==> config.mk <==
export PLATFORM = sky130hd
export DESIGN_NAME = tone_detector
export DESIGN_NICKNAME = d
export VERILOG_FILES = /design/src/rtl/tone_detector.sv
export SDC_FILE = /design/constraint.sdc
export NUM_CORES = 1
export LEC_CHECK = 0
export CAP_MARGIN = 20
export CORE_UTILIZATION = 60
export DETAILED_ROUTE_END_ITERATION = 16
export GPL_ROUTABILITY_DRIVEN = 0
export PLACE_DENSITY_LB_ADDON = 0.3
export RECOVER_POWER = 25
export SLEW_MARGIN = 20
export SYNTH_ARGS = -nofsm -noshare
export SYNTH_HDL_FRONTEND = slang
export SYNTH_SLANG_ARGS = --single-unit
==> constraint.sdc <==
create_clock -name clk -period 5.2 [get_ports clk]
set_input_delay 1.04 -clock clk [delete_from_list [all_inputs] [get_ports clk]]
set_output_delay 1.04 -clock clk [all_outputs]
set_load 0.02 [all_outputs]
==> src/rtl/tone_detector.sv <==
// Tone detector: measures rise-to-rise period and high time of an asynchronous
// square/PWM input, flags tone presence and reports tone loss after a timeout.
module tone_detector #(
    parameter int CLOCK_FREQ     = 100_000_000,
    parameter int CNT_WIDTH      = 24,
    parameter int TIMEOUT_CYCLES = CLOCK_FREQ / 10,
    parameter int MIN_PERIOD     = 4
) (
    input  logic                 clk,
    input  logic                 reset,
    input  logic                 enable,
    input  logic                 sig_in,
    output logic [CNT_WIDTH-1:0] period,
    output logic [CNT_WIDTH-1:0] high_time,
    output logic                 valid,
    output logic                 active,
    output logic                 timeout
);

    localparam logic [CNT_WIDTH-1:0] TMO_CNT = CNT_WIDTH'(TIMEOUT_CYCLES);
    localparam logic [CNT_WIDTH-1:0] MIN_CNT = CNT_WIDTH'(MIN_PERIOD);

    typedef enum logic [1:0] {
        IDLE    = 2'd0,
        ARM     = 2'd1,
        MEASURE = 2'd2
    } state_t;

    state_t               state, state_nx;
    logic                 sig_meta, sig_s, sig_d;
    logic                 rise;
    logic                 start, take, tmo_hit;
    logic [CNT_WIDTH-1:0] cnt, hi_cnt;

    // Two-flop synchronizer plus one delay stage for edge detection.
    always_ff @(posedge clk or negedge reset) begin
        if (!reset) begin
            sig_meta <= 1'b0;
            sig_s    <= 1'b0;
            sig_d    <= 1'b0;
        end else begin
            sig_meta <= sig_in;
            sig_s    <= sig_meta;
            sig_d    <= sig_s;
        end
    end

    assign rise = sig_s & ~sig_d;

    always_ff @(posedge clk or negedge reset) begin
        if (!reset) state <= IDLE;
        else        state <= state_nx;
    end

    always_comb begin
        state_nx = state;
        start    = 1'b0;
        take     = 1'b0;
        tmo_hit  = 1'b0;
        if (!enable) begin
            state_nx = IDLE;
        end else begin
            case (state)
                IDLE: state_nx = ARM;
                ARM: begin
                    if (rise) begin
                        state_nx = MEASURE;
                        start    = 1'b1;
                    end
                end
                MEASURE: begin
                    // A rise on the timeout cycle still counts as a measurement.
                    if (rise) begin
                        start = 1'b1;
                        take  = (cnt >= MIN_CNT);
                    end else if (cnt >= TMO_CNT) begin
                        tmo_hit  = 1'b1;
                        state_nx = ARM;
                    end
                end
                default: state_nx = IDLE;
            endcase
        end
    end

    always_ff @(posedge clk or negedge reset) begin
        if (!reset) begin
            cnt       <= '0;
            hi_cnt    <= '0;
            period    <= '0;
            high_time <= '0;
            valid     <= 1'b0;
            active    <= 1'b0;
            timeout   <= 1'b0;
        end else begin
            valid   <= take;
            timeout <= tmo_hit;
            if (!enable) begin
                cnt    <= '0;
                hi_cnt <= '0;
                active <= 1'b0;
            end else if (start) begin
                cnt    <= CNT_WIDTH'(1);
                hi_cnt <= CNT_WIDTH'(1);
                if (take) begin
                    period    <= cnt;
                    high_time <= hi_cnt;
                    active    <= 1'b1;
                end
            end else if (tmo_hit) begin
                cnt       <= '0;
                hi_cnt    <= '0;
                active    <= 1'b0;
                period    <= '0;
                high_time <= '0;
            end else if (state == MEASURE) begin
                cnt <= cnt + 1'b1;
                if (sig_s) hi_cnt <= hi_cnt + 1'b1;
            end
        end
    end

endmodule

Word-level counts from Yosys, hierarchy flattened

Cells that the tools add are included.

Input bits: 4
Output and inout port bits: 51
Register bits after elaboration: 104

Bitwise logic cells: 2
Equality and inequality tests: 10
Magnitude comparators: 2
Mux-type cells: 33
Reduce and logical (&&, ||, !) cells: 7
Add/sub/neg operators: 2

Operators by type and width:

| cell                    | number |
|---|---|
| $mux W24                | 14 |
| $add A24 B1 Y24 const B | 2 |
| $ge A24 B24 Y1 const B  | 1 |
| $ge A24 B3 Y1 const B   | 1 |
| $mux W1                 | 14 |
| $ne A3 B3 Y1 const B    | 3 |
| $mux W2                 | 4 |
| $ne A4 B1 Y1 const B    | 2 |
| $pmux W2 S3             | 1 |
| $reduce_and A3 Y1       | 2 |
| $reduce_and A2 Y1       | 2 |
| $ne A3 B1 Y1 const B    | 1 |
| $ne A3 B2 Y1 const B    | 1 |
| $eq A2 B1 Y1 const B    | 1 |
| $eq A2 B2 Y1 const B    | 1 |
| $logic_not A2 Y1        | 1 |
| $ne A2 B1 Y1 const B    | 1 |
| $reduce_bool A2 Y1      | 1 |
| $reduce_or A2 Y1        | 1 |
| $and A1 B1 Y1           | 1 |
| $not A1 Y1              | 1 |

Longest topological paths before layout

Depth after elaboration: 8
Depth in mapped cells: 9
Mapped depth without buffers: 7

Worst setup path after synthesis

No wires, ideal clock.

Kind: input -> register
From: in enable
To: reg cnt[6]
Path slack: 2.826 ns
Cell stages on the path: 7
Required time: 5.081 ns
Arrival: 2.255 ns
Buffers on the path: 2
Library setup time: 0.119 ns
Path through: clkbuf_1 inv_2 o311a_1 clkbuf_1 and4_1 xnor2_1 nor2_1

Longest elaborated chain between the ends: 4
Elaborated cells on any way between the ends: 6
Those cells by class: eq/ne: 1; mux: 5

Ends and longest elaborated chain:

| item                   | RTL line | text |
|---|---|---|
| start: declaration     | 11       | `input logic enable,` |
| $mux W1                | 60       | `if (!enable) begin` |
| $mux W24               | 110      | `end else if (tmo_hit) begin` |
| $mux W24               | 102      | `end else if (start) begin` |
| $mux W24               | 98       | `if (!enable) begin` |
| end signal: assignment | 117      | `cnt <= cnt + 1'b1;` |
| end: declaration       | 33       | `logic [CNT_WIDTH-1:0] cnt, hi_cnt;` |

Several ways; a longest one is shown, not always the timed one.
A chain may end at the register's enable or synchronous reset.

Worst setup path in the final report

From: in enable
To: reg high_time[7]

Longest elaborated chain between the ends: 3
Elaborated cells on any way between the ends: 7
Those cells by class: eq/ne: 1; mux: 4; reduce/logical: 2

Ends and longest elaborated chain:

| item                                                         | RTL line | text |
|---|---|---|
| $mux W1                                                      | 60       |  |
| $ne A2 B1 Y1 (no line) or $reduce_bool A2 Y1 (tied branches) | n/a      |  |
| $reduce_and A3 Y1 (no line)                                  | n/a      |  |
| end signal: assignment                                       | 107      | `high_time <= hi_cnt;` |
| end: declaration                                             | 14       | `output logic [CNT_WIDTH-1:0] high_time,` |

Several ways; a longest one is shown, not always the timed one.

==> results.sh <==
export IMPL_setup_viol=0
export IMPL_nets=479
export IMPL_cts_tree="done"
export IMPL_via_per_inst=5.94
export IMPL_clock_latency_ns=0.36
export IMPL_yosys_top_cells_count="dfrtp_1 (104), nor2_1 (56), a22o_1 (48)"
export IMPL_finalCritPeriodShare_pct=58.1
export IMPL_drtPass1Iterations=4
export IMPL_drt_iter0_markers=220
export IMPL_min_path_cells=0
export IMPL_grt_first_pass_wirelength_um=15800
export IMPL_holdCritStartpoint="sig_meta"
export IMPL_dp_hpwl_um=5940
export IMPL_cts_num_sinks=104
export IMPL_syn_nets=438
export IMPL_synthFlopType="dfrtp_1"
export IMPL_stdcell_count=572
export IMPL_ys_warn_count=0
export IMPL_drc=0
export IMPL_fill_cells=576
export IMPL_path_cells="clkdlybuf4s50_1, nand2_1, a211oi_4, a41oi_4, buf_4, a22o_1"
export IMPL_routed_wl_met2_um=4420
export IMPL_multiInputGateArea_um2=1940
export IMPL_grt_ovfl_total=0
export IMPL_hold_class="register to register"
export IMPL_syn_inst=427
export IMPL_crit_required_ns=5.49
export IMPL_diodes=0
export IMPL_synth_most_common_cell="dfrtp_1"
export IMPL_yosysTopAreaCell="dfrtp_1"
export IMPL_cpMaxStageDelayCell="a41oi_4"
export IMPL_dr_max_layer_used="met4"
export IMPL_grt_max_degree=77
export IMPL_p_leak_nw=2.34
export IMPL_fp_coreArea_um2=7690
export IMPL_seq_area_um2=2600
export IMPL_root_buffer="clkbuf_8"
export IMPL_synth_area_leaders="dfrtp_1 (55%), a22o_1 (8.9%), nor2_1 (4.4%), xnor2_1 (4.1%), xor2_1 (4.1%)"
export IMPL_fin_util_pct=70.7
export IMPL_dr_total_vias=3397
export IMPL_cts_repair_resized=0
export IMPL_synth_edf_count=0
export IMPL_powerDensity_nw_per_um2=246
export IMPL_pre_cts_slack_ns=1.84
export IMPL_place_inst=559
export IMPL_postCtsSetupBuffers=0
export IMPL_r2r_start="cnt[17]"
export IMPL_rows=32
export IMPL_stdcell_area_um2=5440
export IMPL_ys_ff_latch=104
export IMPL_wl_met1_um=4290
export IMPL_cts_buffers=9
export IMPL_p_total_mw=1.34
export IMPL_dr_wl_met3_um=359
export IMPL_cp_end_kind="register"
export IMPL_outcome="complete, but fails checks"
export IMPL_fin_crit_ns=3.02
export IMPL_grtUsageTotal_pct=24.2
export IMPL_violations="max-capacitance violations, max-slew violations"
export IMPL_cpPeakStageDelay_ns=0.68
export IMPL_slew_headroom_pct=-21.8
export IMPL_fmax_ghz=0.331
export IMPL_regToRegSetupSlack_ns=2.46
export IMPL_drive_above_1_share_pct=5.74
export IMPL_start_util_pct=61.7
export IMPL_htree_levels=3
export IMPL_maxCapViolCount=1
export IMPL_cp_max_fo=27
export IMPL_synth_avg_cell_area_um2=11.1
export IMPL_arrival_ns=3.31
export IMPL_drt_antenna_violating_nets=0
export IMPL_dpl_cell_area_um2=5290
export IMPL_holdWs_ns=0.357
export IMPL_dieHeight_um=90.9
export IMPL_io_pins=55
export IMPL_yosysTopAreaCellShare_pct=54.9
export IMPL_hold_violations=0
export IMPL_finalWirelength_um=9190
export IMPL_timing_final_ws_setup_ns=2.18
export IMPL_holdPathEnd="sig_s"
export IMPL_seq_area_frac_synth_pct=54.9
export IMPL_fin_skew_ns=0.0111
export IMPL_fp_dieW_um=90.9
export IMPL_start_kind="primary input"
export IMPL_synthArstFlopShare_pct=100
export IMPL_reg2reg_depth=6
export IMPL_clk_pin_slew_ns=0.09
export IMPL_floorplan_die_area_um2=8260
export IMPL_ys_types=50
export IMPL_grt_pass1_vias=3343
export IMPL_areaGrowthSynthToFinish_pct=14.6
export IMPL_antenna_found_initial=0
export IMPL_port_buffers=54
export IMPL_rsz0062_at_grt="no"
export IMPL_synth_area_um2=4740
export IMPL_ir_drop_uv=165
export IMPL_critPathKind="primary input to register"
export IMPL_tns_ns=0
export IMPL_worst_pin_slew_ns=1.83
export IMPL_r2r_end="high_time[7]"
export IMPL_cts_max_path_buffers=2
export IMPL_ctsHoldBuffers=0
export IMPL_wl_per_cell_um=16.1
export IMPL_drv_slew=77
==> critical path: cells and delay by family <==
kind | cells | cell delay, ns
AND/OR/NAND/NOR | 1 | 0.29
AO/OA/AOI/OAI | 3 | 0.93
buffers and inverters | 2 | 1.04
==> cell type report <==
type	instances	share of cell area (%)
Multi-Input combinational cell	282	35.7
Timing Repair Buffer	58	10.4
Inverter	13	0.898
Sequential cell	104	47.9
Clock buffer	9	2.28
Clock inverter	4	0.460
Tap cell	102	2.35
==> how the worst max path moves through the flow <==
| stage | start | end | slack (ns) | depth (start not counted) |
|---|---|---|---|---|
| after floorplan | enable | cnt[6] | 2.83 | 7 |
| after detailed placement | enable | high_time[7] | 1.84 | 6 |
| after CTS | enable | high_time[7] | 2.18 | 6 |
| final | enable | high_time[7] | 2.18 | 6 |
| after global placement | enable | high_time[3] | 1.86 | 6 |
| after global routing | enable | hi_cnt[20] | 1.99 | 6 |
==> state kept, by name, summed over array words and instances (netlist names), 2 cells and up <==
| signal | cells |
|---|---|
| cnt | 24 |
| hi_cnt | 24 |
| high_time | 24 |
| period | 24 |
| state | 2 |
==> metal layers <==
layer	vias up	GRT usage (%)
li1	1603	-
met1	1705	33.9
met2	77	38.5
met3	12	3.28
met4	0	9.66
met5	-	0
==> cells by family (layout without fill, tap and decap cells) <==
group                      after synthesis  count (layout)  share of synthesized area, %
AOI/OAI and AO/OA                       81              81                          14.3
xor gates and xnor gates                44              44                          8.13
adders and majority gates                7               7                          1.85
buffers and inverters                   41              84                          4.64
DFF                                    104             104                          54.9
muxes                                    2               2                         0.422
and+or+nand+nor                        148             148                          15.8
==> cell usage in the layout, fill, tap and decap left out, drive strengths merged, types with 7 or more instances in the layout <==
cell type      count
and3               8
ha                 7
nand2             17
nor3               9
xnor2             22
nand3             19
dfrtp            104
clkbuf            10
nand4             13
inv               13
xor2              22
clkdlybuf4s50     52
a22o              48
nor2              56
==> power breakdown <==
group / switching [mW] / total [mW] / internal (mW)
clock network: 0.254 / 0.418 / 0.165
registers: 0.0119 / 0.829 / 0.817
logic: 0.0637 / 0.0912 / 0.0274
total: 0.329 / 1.34 / 1.01
No activity file was read; power rests on OpenSTA's default activity.
